### config.mk
export PLATFORM = sky130hd
export DESIGN_NAME = gen_clk_bank_flat
export DESIGN_NICKNAME = d
export VERILOG_FILES = /design/src/rtl/gen_clk_pkg.sv /design/src/rtl/gen_clk_bank_if.sv /design/src/rtl/gen_clk_chan.sv /design/src/rtl/gen_clk_bank.sv /design/src/flat_wrapper.sv
export SDC_FILE = /design/constraint.sdc
export NUM_CORES = 1
export LEC_CHECK = 0
export ABC_AREA = 1
export ABC_CLOCK_PERIOD_IN_PS = 2200
export BUFFER_PORTS_ARGS = -buffer_cell sky130_fd_sc_hd__buf_2
export CAP_MARGIN = 10
export CORE_UTILIZATION = 41
export DETAILED_ROUTE_END_ITERATION = 8
export MAX_ROUTING_LAYER = met4
export PLACE_DENSITY = 0.68
export SLEW_MARGIN = 0
export SYNTH_ARGS = -nofsm -noshare
export SYNTH_HDL_FRONTEND = slang
export SYNTH_SLANG_ARGS = --single-unit
export TNS_END_PERCENT = 100
### constraint.sdc
create_clock -name CLOCK_50 -period 2.2 [get_ports CLOCK_50]
set_input_delay 0.11 -clock CLOCK_50 [delete_from_list [all_inputs] [get_ports CLOCK_50]]
set_output_delay 0.11 -clock CLOCK_50 [all_outputs]
set_load 0.01 [all_outputs]
### src/rtl/gen_clk_pkg.sv
// Shared types and constants for the programmable clock-divider bank.
package gen_clk_pkg;

  localparam int unsigned GEN_CLK_DEFAULT_DIV = 1000;

  typedef enum logic [1:0] {
    PARKED = 2'd0,
    RUN    = 2'd1,
    DRAIN  = 2'd2
  } ch_state_e;

  // Channel-select width; a single channel still needs one select bit.
  function automatic int ch_w(input int n);
    return (n <= 1) ? 1 : $clog2(n);
  endfunction

endpackage

### src/rtl/gen_clk_bank_if.sv
// Configuration/control and divided-clock outputs of the divider bank.
interface gen_clk_bank_if
  import gen_clk_pkg::*;
#(
  parameter int NUM_CH = 4,
  parameter int DIV_W  = 12
);
  localparam int CH_W = ch_w(NUM_CH);

  logic                 cfg_we;
  logic [CH_W-1:0]      cfg_ch;
  logic [DIV_W-1:0]     cfg_div;
  logic [NUM_CH-1:0]    ch_en;
  logic                 sync;
  logic [NUM_CH-1:0]    clk_out;
  logic [NUM_CH-1:0]    rise_stb;
  logic [NUM_CH-1:0]    fall_stb;
  logic [NUM_CH-1:0]    pending;

  modport master (
    output cfg_we, cfg_ch, cfg_div, ch_en, sync,
    input  clk_out, rise_stb, fall_stb, pending
  );

  modport slave (
    input  cfg_we, cfg_ch, cfg_div, ch_en, sync,
    output clk_out, rise_stb, fall_stb, pending
  );
endinterface

### src/rtl/gen_clk_chan.sv
// One divider channel: half-period counter, shadow/active divisor and run/drain/park FSM.
module gen_clk_chan
  import gen_clk_pkg::*;
#(
  parameter int          DIV_W       = 12,
  parameter int unsigned DEFAULT_DIV = GEN_CLK_DEFAULT_DIV
) (
  input  logic             CLOCK_50,
  input  logic             RESET_N,
  input  logic             we,
  input  logic [DIV_W-1:0] wdiv,
  input  logic             en,
  input  logic             sync,
  output logic             clk_out,
  output logic             rise_stb,
  output logic             fall_stb,
  output logic             pending
);
  ch_state_e        state_q, state_d;
  logic [DIV_W-1:0] cnt_q, cnt_d, act_q, act_d, shd_q, shd_d;
  logic             pend_q, pend_d, clk_q, clk_d, rise_q, rise_d, fall_q, fall_d;
  logic             parked, sync_hit, count, tgl, xfer;
  logic [DIV_W-1:0] div_use;

  always_ff @(posedge CLOCK_50 or negedge RESET_N) begin
    if (!RESET_N) begin
      state_q <= PARKED;
      cnt_q   <= '0;
      act_q   <= DIV_W'(DEFAULT_DIV);
      shd_q   <= DIV_W'(DEFAULT_DIV);
      pend_q  <= 1'b0;
      clk_q   <= 1'b0;
      rise_q  <= 1'b0;
      fall_q  <= 1'b0;
    end else begin
      state_q <= state_d;
      cnt_q   <= cnt_d;
      act_q   <= act_d;
      shd_q   <= shd_d;
      pend_q  <= pend_d;
      clk_q   <= clk_d;
      rise_q  <= rise_d;
      fall_q  <= fall_d;
    end
  end

  always_comb begin
    state_d  = state_q;
    cnt_d    = cnt_q;
    act_d    = act_q;
    shd_d    = shd_q;
    pend_d   = pend_q;
    clk_d    = clk_q;
    rise_d   = 1'b0;
    fall_d   = 1'b0;
    parked   = (state_q == PARKED);
    // A parked channel starts on its pending divisor, which transfers this same cycle.
    div_use  = (parked && pend_q) ? shd_q : act_q;
    sync_hit = sync && en;
    count    = !sync_hit && (en || clk_q);
    tgl      = count && (cnt_q == div_use);
    xfer     = pend_q && (parked || tgl || sync_hit);

    if (sync_hit) begin
      cnt_d   = '0;
      clk_d   = 1'b0;
      fall_d  = clk_q;
      state_d = RUN;
    end else if (count) begin
      if (tgl) begin
        cnt_d  = '0;
        clk_d  = ~clk_q;
        rise_d = ~clk_q;
        fall_d = clk_q;
      end else begin
        cnt_d  = cnt_q + 1'b1;
      end
      // Disabled while high: finish the high phase, park on the fall.
      if (en)       state_d = RUN;
      else if (tgl) state_d = PARKED;
      else          state_d = DRAIN;
    end else begin
      cnt_d   = '0;
      state_d = PARKED;
    end

    if (xfer) begin
      act_d  = shd_q;
      pend_d = 1'b0;
    end
    if (we) begin
      shd_d  = wdiv;
      pend_d = 1'b1;
    end
  end

  assign clk_out  = clk_q;
  assign rise_stb = rise_q;
  assign fall_stb = fall_q;
  assign pending  = pend_q;
endmodule

### src/rtl/gen_clk_bank.sv
// Bank of NUM_CH independent programmable 50%-duty clock dividers on CLOCK_50.
module gen_clk_bank
  import gen_clk_pkg::*;
#(
  parameter int          NUM_CH      = 4,
  parameter int          DIV_W       = 12,
  parameter int unsigned DEFAULT_DIV = GEN_CLK_DEFAULT_DIV
) (
  input  logic          CLOCK_50,
  input  logic          RESET_N,
  gen_clk_bank_if.slave bus
);
  localparam int CH_W = ch_w(NUM_CH);

  // Out-of-range channel selects match no instance and are dropped.
  for (genvar g = 0; g < NUM_CH; g++) begin : g_ch
    logic we_g;
    assign we_g = bus.cfg_we && (bus.cfg_ch == CH_W'(g));

    gen_clk_chan #(
      .DIV_W       (DIV_W),
      .DEFAULT_DIV (DEFAULT_DIV)
    ) u_chan (
      .CLOCK_50 (CLOCK_50),
      .RESET_N  (RESET_N),
      .we       (we_g),
      .wdiv     (bus.cfg_div),
      .en       (bus.ch_en[g]),
      .sync     (bus.sync),
      .clk_out  (bus.clk_out[g]),
      .rise_stb (bus.rise_stb[g]),
      .fall_stb (bus.fall_stb[g]),
      .pending  (bus.pending[g])
    );
  end
endmodule
### src/flat_wrapper.sv
// flat-port wrapper written by rule: the top's interface ports become plain ports
module gen_clk_bank_flat import gen_clk_pkg::*;
#(
  parameter int          NUM_CH      = 4,
  parameter int          DIV_W       = 12,
  parameter int unsigned DEFAULT_DIV = GEN_CLK_DEFAULT_DIV
)
  (CLOCK_50, RESET_N, bus_cfg_we, bus_cfg_ch, bus_cfg_div, bus_ch_en, bus_sync, bus_clk_out, bus_rise_stb, bus_fall_stb, bus_pending);
  gen_clk_bank_if #(.NUM_CH(NUM_CH), .DIV_W(DIV_W)) bus_i ();
  input  logic CLOCK_50;
  input  logic RESET_N;
  input wire logic [$bits(bus_i.cfg_we)-1:0] bus_cfg_we;
  input wire logic [$bits(bus_i.cfg_ch)-1:0] bus_cfg_ch;
  input wire logic [$bits(bus_i.cfg_div)-1:0] bus_cfg_div;
  input wire logic [$bits(bus_i.ch_en)-1:0] bus_ch_en;
  input wire logic [$bits(bus_i.sync)-1:0] bus_sync;
  output wire logic [$bits(bus_i.clk_out)-1:0] bus_clk_out;
  output wire logic [$bits(bus_i.rise_stb)-1:0] bus_rise_stb;
  output wire logic [$bits(bus_i.fall_stb)-1:0] bus_fall_stb;
  output wire logic [$bits(bus_i.pending)-1:0] bus_pending;
  assign bus_i.cfg_we = bus_cfg_we;
  assign bus_i.cfg_ch = bus_cfg_ch;
  assign bus_i.cfg_div = bus_cfg_div;
  assign bus_i.ch_en = bus_ch_en;
  assign bus_i.sync = bus_sync;
  assign bus_clk_out = bus_i.clk_out;
  assign bus_rise_stb = bus_i.rise_stb;
  assign bus_fall_stb = bus_i.fall_stb;
  assign bus_pending = bus_i.pending;
  gen_clk_bank #(.NUM_CH(NUM_CH), .DIV_W(DIV_W), .DEFAULT_DIV(DEFAULT_DIV)) u_core (.CLOCK_50(CLOCK_50), .RESET_N(RESET_N), .bus(bus_i));
endmodule
# Word-level counts from Yosys, hierarchy flattened
# Index checks and enable logic that the tools add are counted.
# op_classes
add_sub_neg	4
multipliers	0
div_mod_pow	0
magnitude_cmp	0
n_eq_ne	7
shifts	0
muxes	76
n_bitwise	4
reduce_logical	61
# op_table
cell	n
$mux W12	16
$add A12 B1 Y12 const B	4
$eq A12 B12 Y1	4
$mux W1	44
$mux W2	16
$logic_and A1 B1 Y1	24
$reduce_bool A2 Y1	12
$logic_or A1 B1 Y1	12
$logic_not A2 Y1	5
$reduce_and A2 Y1	4
$eq A2 B2 Y1 const B	2
$logic_not A1 Y1	4
$not A1 Y1	4
$eq A2 B1 Y1 const B	1
# word_totals
ff_bits	168
latch_bits	0
ramBits	0
rom_bits	0
out_inout_bits	16
mem_count	0

# Depth between registers and ports, before layout
# depth
word_depth	10
ltp_mapped	16
mapped_depth_nobuf	15

# By module
# Synthesis repeated with hierarchy kept, for this count alone.
# hier_totals
hier_cells	1226
area_unflattened_um2	9203.8
# modules_own_cells
module	n_inst	cells_per_inst	area_per_inst_um2
gen_clk_chan at u_core.g_ch[0].u_chan ...	3	305	2293.4
gen_clk_chan at u_core.g_ch[3].u_chan	1	303	2293.4
gen_clk_bank	1	8	30.0

# Worst setup path before layout
# OpenSTA, ideal clock, no wires.
# synth_timing
kind	register to register
startpoint	register u_core.g_ch[0].u_chan.state_q[1]
endpoint	register u_core.g_ch[0].u_chan.act_q[4]
setup_ns	0.117
arrival_ns	1.686
slack_ns	0.397
path_stages_with_launch	15
path_buffers	2
synth_period_minus_slack_ns	1.803
cell_sequence	dfrtp_1 > nor2_4 > nand2_4 > buf_6 > nand2_1 > nand3b_1 > nand2_1 > nand2_1 > nor2_2 > nand3_4 > nand3_4 > nand2_4 > buf_6 > nand2_1 > nand2_1
# synth_via
elab_chain_len	8
# synth_lines
item	line	source
start: declaration	gen_clk_chan.sv:19	ch_state_e state_q, state_d;
start signal: assignment	gen_clk_chan.sv:36	state_q <= state_d;
$logic_not A2 Y1 (*)	gen_clk_chan.sv:56	parked = (state_q == PARKED);
$logic_and A1 B1 Y1	gen_clk_chan.sv:58	div_use = (parked && pend_q) ? shd_q : act_q;
$mux W12	gen_clk_chan.sv:58	
$eq A12 B12 Y1	gen_clk_chan.sv:61	tgl = count && (cnt_q == div_use);
$logic_and A1 B1 Y1	gen_clk_chan.sv:61	
$logic_or A1 B1 Y1 (*) (2 in series)	gen_clk_chan.sv:62	xfer = pend_q && (parked || tgl || sync_hit);
$logic_and A1 B1 Y1 (*)	gen_clk_chan.sv:62	
end signal: assignment	gen_clk_chan.sv:29	act_q <= DIV_W'(DEFAULT_DIV);
end signal: assignment	gen_clk_chan.sv:38	act_q <= act_d;
end: declaration	gen_clk_chan.sv:20	logic [DIV_W-1:0] cnt_q, cnt_d, act_q, act_d, shd_q, shd_d;
# Every way passes the cells marked *; elsewhere a longest branch is shown, timed or not.
# A chain may end at the register's enable or synchronous reset.

# Worst setup path in the final report
# layout_timing
startpoint	register u_core.g_ch[0].u_chan.state_q[0]
endpoint	register u_core.g_ch[0].u_chan.act_q[7]
# Same word-level chain as after synthesis.

==> impl_summary.txt <==
----------------------------------------------------
[Placed design]
  Placed wire-length estimate after detailed placement ... roughly 15 mm
  Placed cell count ... about 1500
  PortBufs ... 37
  Placed cell areas ... ~0.0096 mm2
  Minimum setup slack after placement ... 0.153 ns
  Final RePlAce weighted congestion ... about 0.86

[STA]
  Max-slew violation count ... 0
  Minimum period implied by the final worst setup slack ... 2.00 ns
  Total negative slack ... 0 ns
  Pin slew with the least headroom to its limit ... 0.771 ns
  Max_slew headroom ... 48.4%
  Maximum clock frequency ... around 0.50 GHz
  Final Skew ... around 0.010 ns
  Setup repair after global routing missed its margin ... no
  Hold Violations, Final ... 0
  Final clock period utilization by the worst path ... 90.8%
  Worst setup slack after layout ... 0.203 ns
  Number of setup violations in the final report ... 0

[Logic synthesis]
  Number of different library cells in the post-synthesis netlist ... 36
  Share of Yosys cell area claimed by the top area cell type ... between 30% and 40%
  Number of standard cells after synthesis ... ~1200
  Mean instance size in the synthesized netlist ... approximately 7.6 um2
  Post-synthesis net count ... around 1200
  Summed instance area of the synthesized netlist ... approximately 0.0092 mm2
  Cells taking the most area after synthesis ... sky130_fd_sc_hd__dfrtp_1 (33%), sky130_fd_sc_hd__nand2_1 (16%), sky130_fd_sc_hd__dfstp_2 (14%)
  Post-synth top area cell ... sky130_fd_sc_hd__dfrtp_1
  Register bit count reported by yosys ... around 170
  Sequential-to-total area share from yosys stat ... 46.2%
  Warnings, synthesis ... 0

[GRT]
  Number of global-route vias before repair ... 6879
  Gr ovfl total ... 0
  Maximum number of pins on one net before global-route repair ... 59
  Antenna violations before repair ... 0
  Wire length of the first global-routing pass ... between 30 and 40 mm
  Overall Global Routing Usage ... 18.3%

[Route]
  Number of optimization iterations in the first detailed-route pass ... 7
  WL final ... between 15 and 20 mm
  Via Count ... between 7000 and 8000
  Routed wirelength normalized by instance count ... ~13 um
  Detailed-route vias per instance ... 4.85
  DRC ... 1
  Count of nets left with antenna violations after detail routing ... 0
  Starting DRC count in detailed routing ... ~440

[Pwr]
  IR drop worst, VDD ... 0.481 mV
  Areal power density over the cells ... about 910 mW/mm2
  LEAKAGE ... around 0.0054 uW

[Clock network]
  Cts bufs inserted ... 17
  Maximum level of the CTS H-tree ... 4
  Clk Latency, worst-skew pair ... roughly 0.43 ns
  Root buffer cell ... sky130_fd_sc_hd__clkbuf_16
  Clock sinks ... roughly 170
  Clock slew at the register clock pins of the worst setup and hold paths ... 0.07 ns
  Clock tree from TritonCTS ... done
  Maximum number of buffers from clock root to sink ... 2

[Critical path]
  Library cell contributing the largest single delay on the critical path ... sky130_fd_sc_hd__dfrtp_1
  Type of origin of the critical path ... flip-flop
  Kind of cell with the highest combined delay on the critical path ... simple AND/OR/NAND/NOR gates
  Buffers & Inverters on Critical Path ... 2
  Register-to-Register Path Depth ... 13
  Maximum fanout encountered on the critical timing path ... 13
  Maximum single-stage delay on the critical path ... ~0.4 ns
  Flop-to-flop setup slack ... around 0.20 ns
  Setup crit end kind ... flip-flop
  RR Startpoint ... u_core.g_ch[0].u_chan.state_q[0]
  Kind of critical path ... flip-flop to flip-flop
  Required time reported for the critical path endpoint ... roughly 2.6 ns
  Cells along the critical path ... nor2_4 > buf_12 > nand3_1 > nand3_1 > nand2_1 > nor2_1 > nand2_1 > nor2_4 > nand3_4 > nand3_4 > buf_4 > nand3_1 > nand2_1
  End of the worst register-to-register path ... u_core.g_ch[0].u_chan.act_q[7]
  Endpoint arrival time on the critical path ... 2.36 ns

[Worst hold path]
  Classification of the worst-slack hold path ... primary input to flip-flop
  Hold depth ... 3
  Critical hold path startpoint ... bus_cfg_div[3]
  Hold endpoint ... u_core.g_ch[0].u_chan.shd_q[3]

[Job]
  Max-capacitance violation count ... 0

[Cells and area]
  Leading cell type in the layout, fill and taps excluded ... sky130_fd_sc_hd__nand2_1
  Final core utilization ... a little under half
  Antenna diode count ... 0
  Relative area change from synthesis to final layout ... 11.0%
  Most frequent cells in the layout ... sky130_fd_sc_hd__nand2_1 (399), sky130_fd_sc_hd__inv_1 (176), sky130_fd_sc_hd__nand3_1 (169)
  Final cell count without fillers ... between 1500 and 2000
  Post-route cell area ... between 0.01 and 0.015 mm2
  Post-layout nets ... approximately 1300
  Filler cells ... 2157
  Share of layout cells above drive strength 1 ... between 10% and 20%

[Floorplan]
  Floorplan die height ... roughly 150 um
  Placeable core area ... ~0.022 mm2
  Starting utilization of the core area ... between 40% and 50%
  Chip width ... 152 um
  IO Pins ... 38
  Die ar. ... between 0.02 and 0.025 mm2
  Standard-cell row count ... 54

[Status]
  Failing checks ... DRC
  Outcome ... finished, violations left

----------------------------------------------------
-- flip-flops by register name, summed over array words and instances (netlist names) --
register	flops
u_core.g_ch.u_chan.rise_stb	4
u_core.g_ch.u_chan.cnt_q	48
u_core.g_ch.u_chan.act_q	48
u_core.g_ch.u_chan.fall_stb	4
u_core.g_ch.u_chan.state_q	8
u_core.g_ch.u_chan.pending	4
u_core.g_ch.u_chan.shd_q	48
u_core.g_ch.u_chan.clk_out	4
-- synth_stat cells --
cell type,count
sky130_fd_sc_hd__inv_1,178
sky130_fd_sc_hd__inv_2,1
sky130_fd_sc_hd__nand2_2,6
sky130_fd_sc_hd__ha_1,4
sky130_fd_sc_hd__or2_2,7
sky130_fd_sc_hd__or2_1,2
sky130_fd_sc_hd__nor2_1,51
sky130_fd_sc_hd__o21a_1,1
sky130_fd_sc_hd__o21ai_1,1
sky130_fd_sc_hd__clkbuf_1,16
sky130_fd_sc_hd__nand2_1,399
sky130_fd_sc_hd__nand3_1,169
sky130_fd_sc_hd__nand4_4,1
sky130_fd_sc_hd__xnor2_1,1
sky130_fd_sc_hd__dfrtp_1,120
sky130_fd_sc_hd__buf_2,3
sky130_fd_sc_hd__a21boi_0,1
sky130_fd_sc_hd__nor4_1,1
sky130_fd_sc_hd__nor2_2,6
sky130_fd_sc_hd__a31oi_1,1
sky130_fd_sc_hd__o211ai_1,4
sky130_fd_sc_hd__nor3_1,7
sky130_fd_sc_hd__xor2_1,11
sky130_fd_sc_hd__o21ai_0,62
sky130_fd_sc_hd__buf_4,23
sky130_fd_sc_hd__nand3_4,4
sky130_fd_sc_hd__nand3_2,6
sky130_fd_sc_hd__a21oi_1,9
sky130_fd_sc_hd__nand3b_1,32
sky130_fd_sc_hd__nor3b_1,3
sky130_fd_sc_hd__a211oi_1,1
sky130_fd_sc_hd__nor2_4,5
sky130_fd_sc_hd__nand2_4,7
sky130_fd_sc_hd__buf_6,17
sky130_fd_sc_hd__nand4_1,3
sky130_fd_sc_hd__dfstp_2,48
-- where the power goes --
part / internal, uW / switching (uW) / total (uW)
Combinational: 916 / 1440 / 2360
Clock: 1500 / 1240 / 2740
Sequential: 3810 / 464 / 4270
-- cell type report --
class / count / area, um2 / area share [%]
Sequential cell: 168 / 4270 / 41.7
Multi-Input combinational cell: 805 / 3870 / 37.8
Inverter: 179 / 672 / 6.56
Timing Repair Buffer: 70 / 543 / 5.30
Clock buffer: 21 / 460 / 4.50
Tap cell: 280 / 350 / 3.42
Clock inverter: 11 / 75.1 / 0.733
-- metrics by stage --
stage          hold slack (ns)  power [uW]
4_1_cts                 0.0308        9390
6_report                0.0494        9370
5_1_grt                 0.0479       10000
3_5_place_dp             0.134        6620
2_1_floorplan           -0.186        6070
3_3_place_gp             0.127        6560
-- worst register-to-register path, cell delays in order, from the launching register on --
cell                      delay, ns
sky130_fd_sc_hd__dfrtp_1       0.41
sky130_fd_sc_hd__nor2_4        0.21
sky130_fd_sc_hd__buf_12        0.17
sky130_fd_sc_hd__nand3_1       0.07
sky130_fd_sc_hd__nand3_1       0.09
sky130_fd_sc_hd__nand2_1       0.06
sky130_fd_sc_hd__nor2_1        0.12
sky130_fd_sc_hd__nand2_1       0.10
sky130_fd_sc_hd__nor2_4        0.15
sky130_fd_sc_hd__nand3_4       0.11
sky130_fd_sc_hd__nand3_4       0.10
sky130_fd_sc_hd__buf_4         0.20
sky130_fd_sc_hd__nand3_1       0.09
sky130_fd_sc_hd__nand2_1       0.07
-- how the worst max path moves through the flow --
stage	cells after the start	slack [ns]	from	endpoint
after floorplan	14	0.40	u_core.g_ch[0].u_chan.state_q[1]	u_core.g_ch[0].u_chan.act_q[4]
after global placement	12	0.18	u_core.g_ch[3].u_chan.pending	u_core.g_ch[3].u_chan.cnt_q[11]
after detailed placement	12	0.15	u_core.g_ch[3].u_chan.pending	u_core.g_ch[3].u_chan.act_q[10]
after CTS	12	0.13	u_core.g_ch[3].u_chan.pending	u_core.g_ch[3].u_chan.cnt_q[11]
after global routing	14	0.01	u_core.g_ch[0].u_chan.state_q[0]	u_core.g_ch[0].u_chan.act_q[3]
final	13	0.20	u_core.g_ch[0].u_chan.state_q[0]	u_core.g_ch[0].u_chan.act_q[7]
-- logic make-up after synthesis --
| kind of cell | after synthesis | share of synthesized area (%) |
|---|---|---|
| XOR/XNOR | 12 | 1.14 |
| adder cells (fa/ha/maj) | 4 | 0.543 |
| AO/OA/AOI/OAI | 80 | 4.54 |
| flip-flops | 168 | 46.2 |
| AND/OR/NAND/NOR | 709 | 35.5 |
| buffers and inverters | 238 | 12.0 |
-- repair_timing --
action / CTS / global route
hold buffers: 5 / 0
endpoints found under the setup margin: 0 / 68
endpoints found under the hold margin: 53 / 0
gates resized for setup: 0 / 9
buffers inserted: 0 / 7
-- metal layers --
layer  track usage (%)  wire [um]  vias to the layer above
li1                  -          -                     3819
met1              23.8       9530                     3530
met2              29.3       9420                       82
met3              3.68        539                       12
met4              4.23        146                        0
met5                 -          0                        -
Note: power is estimated with default switching activity, not from simulation.
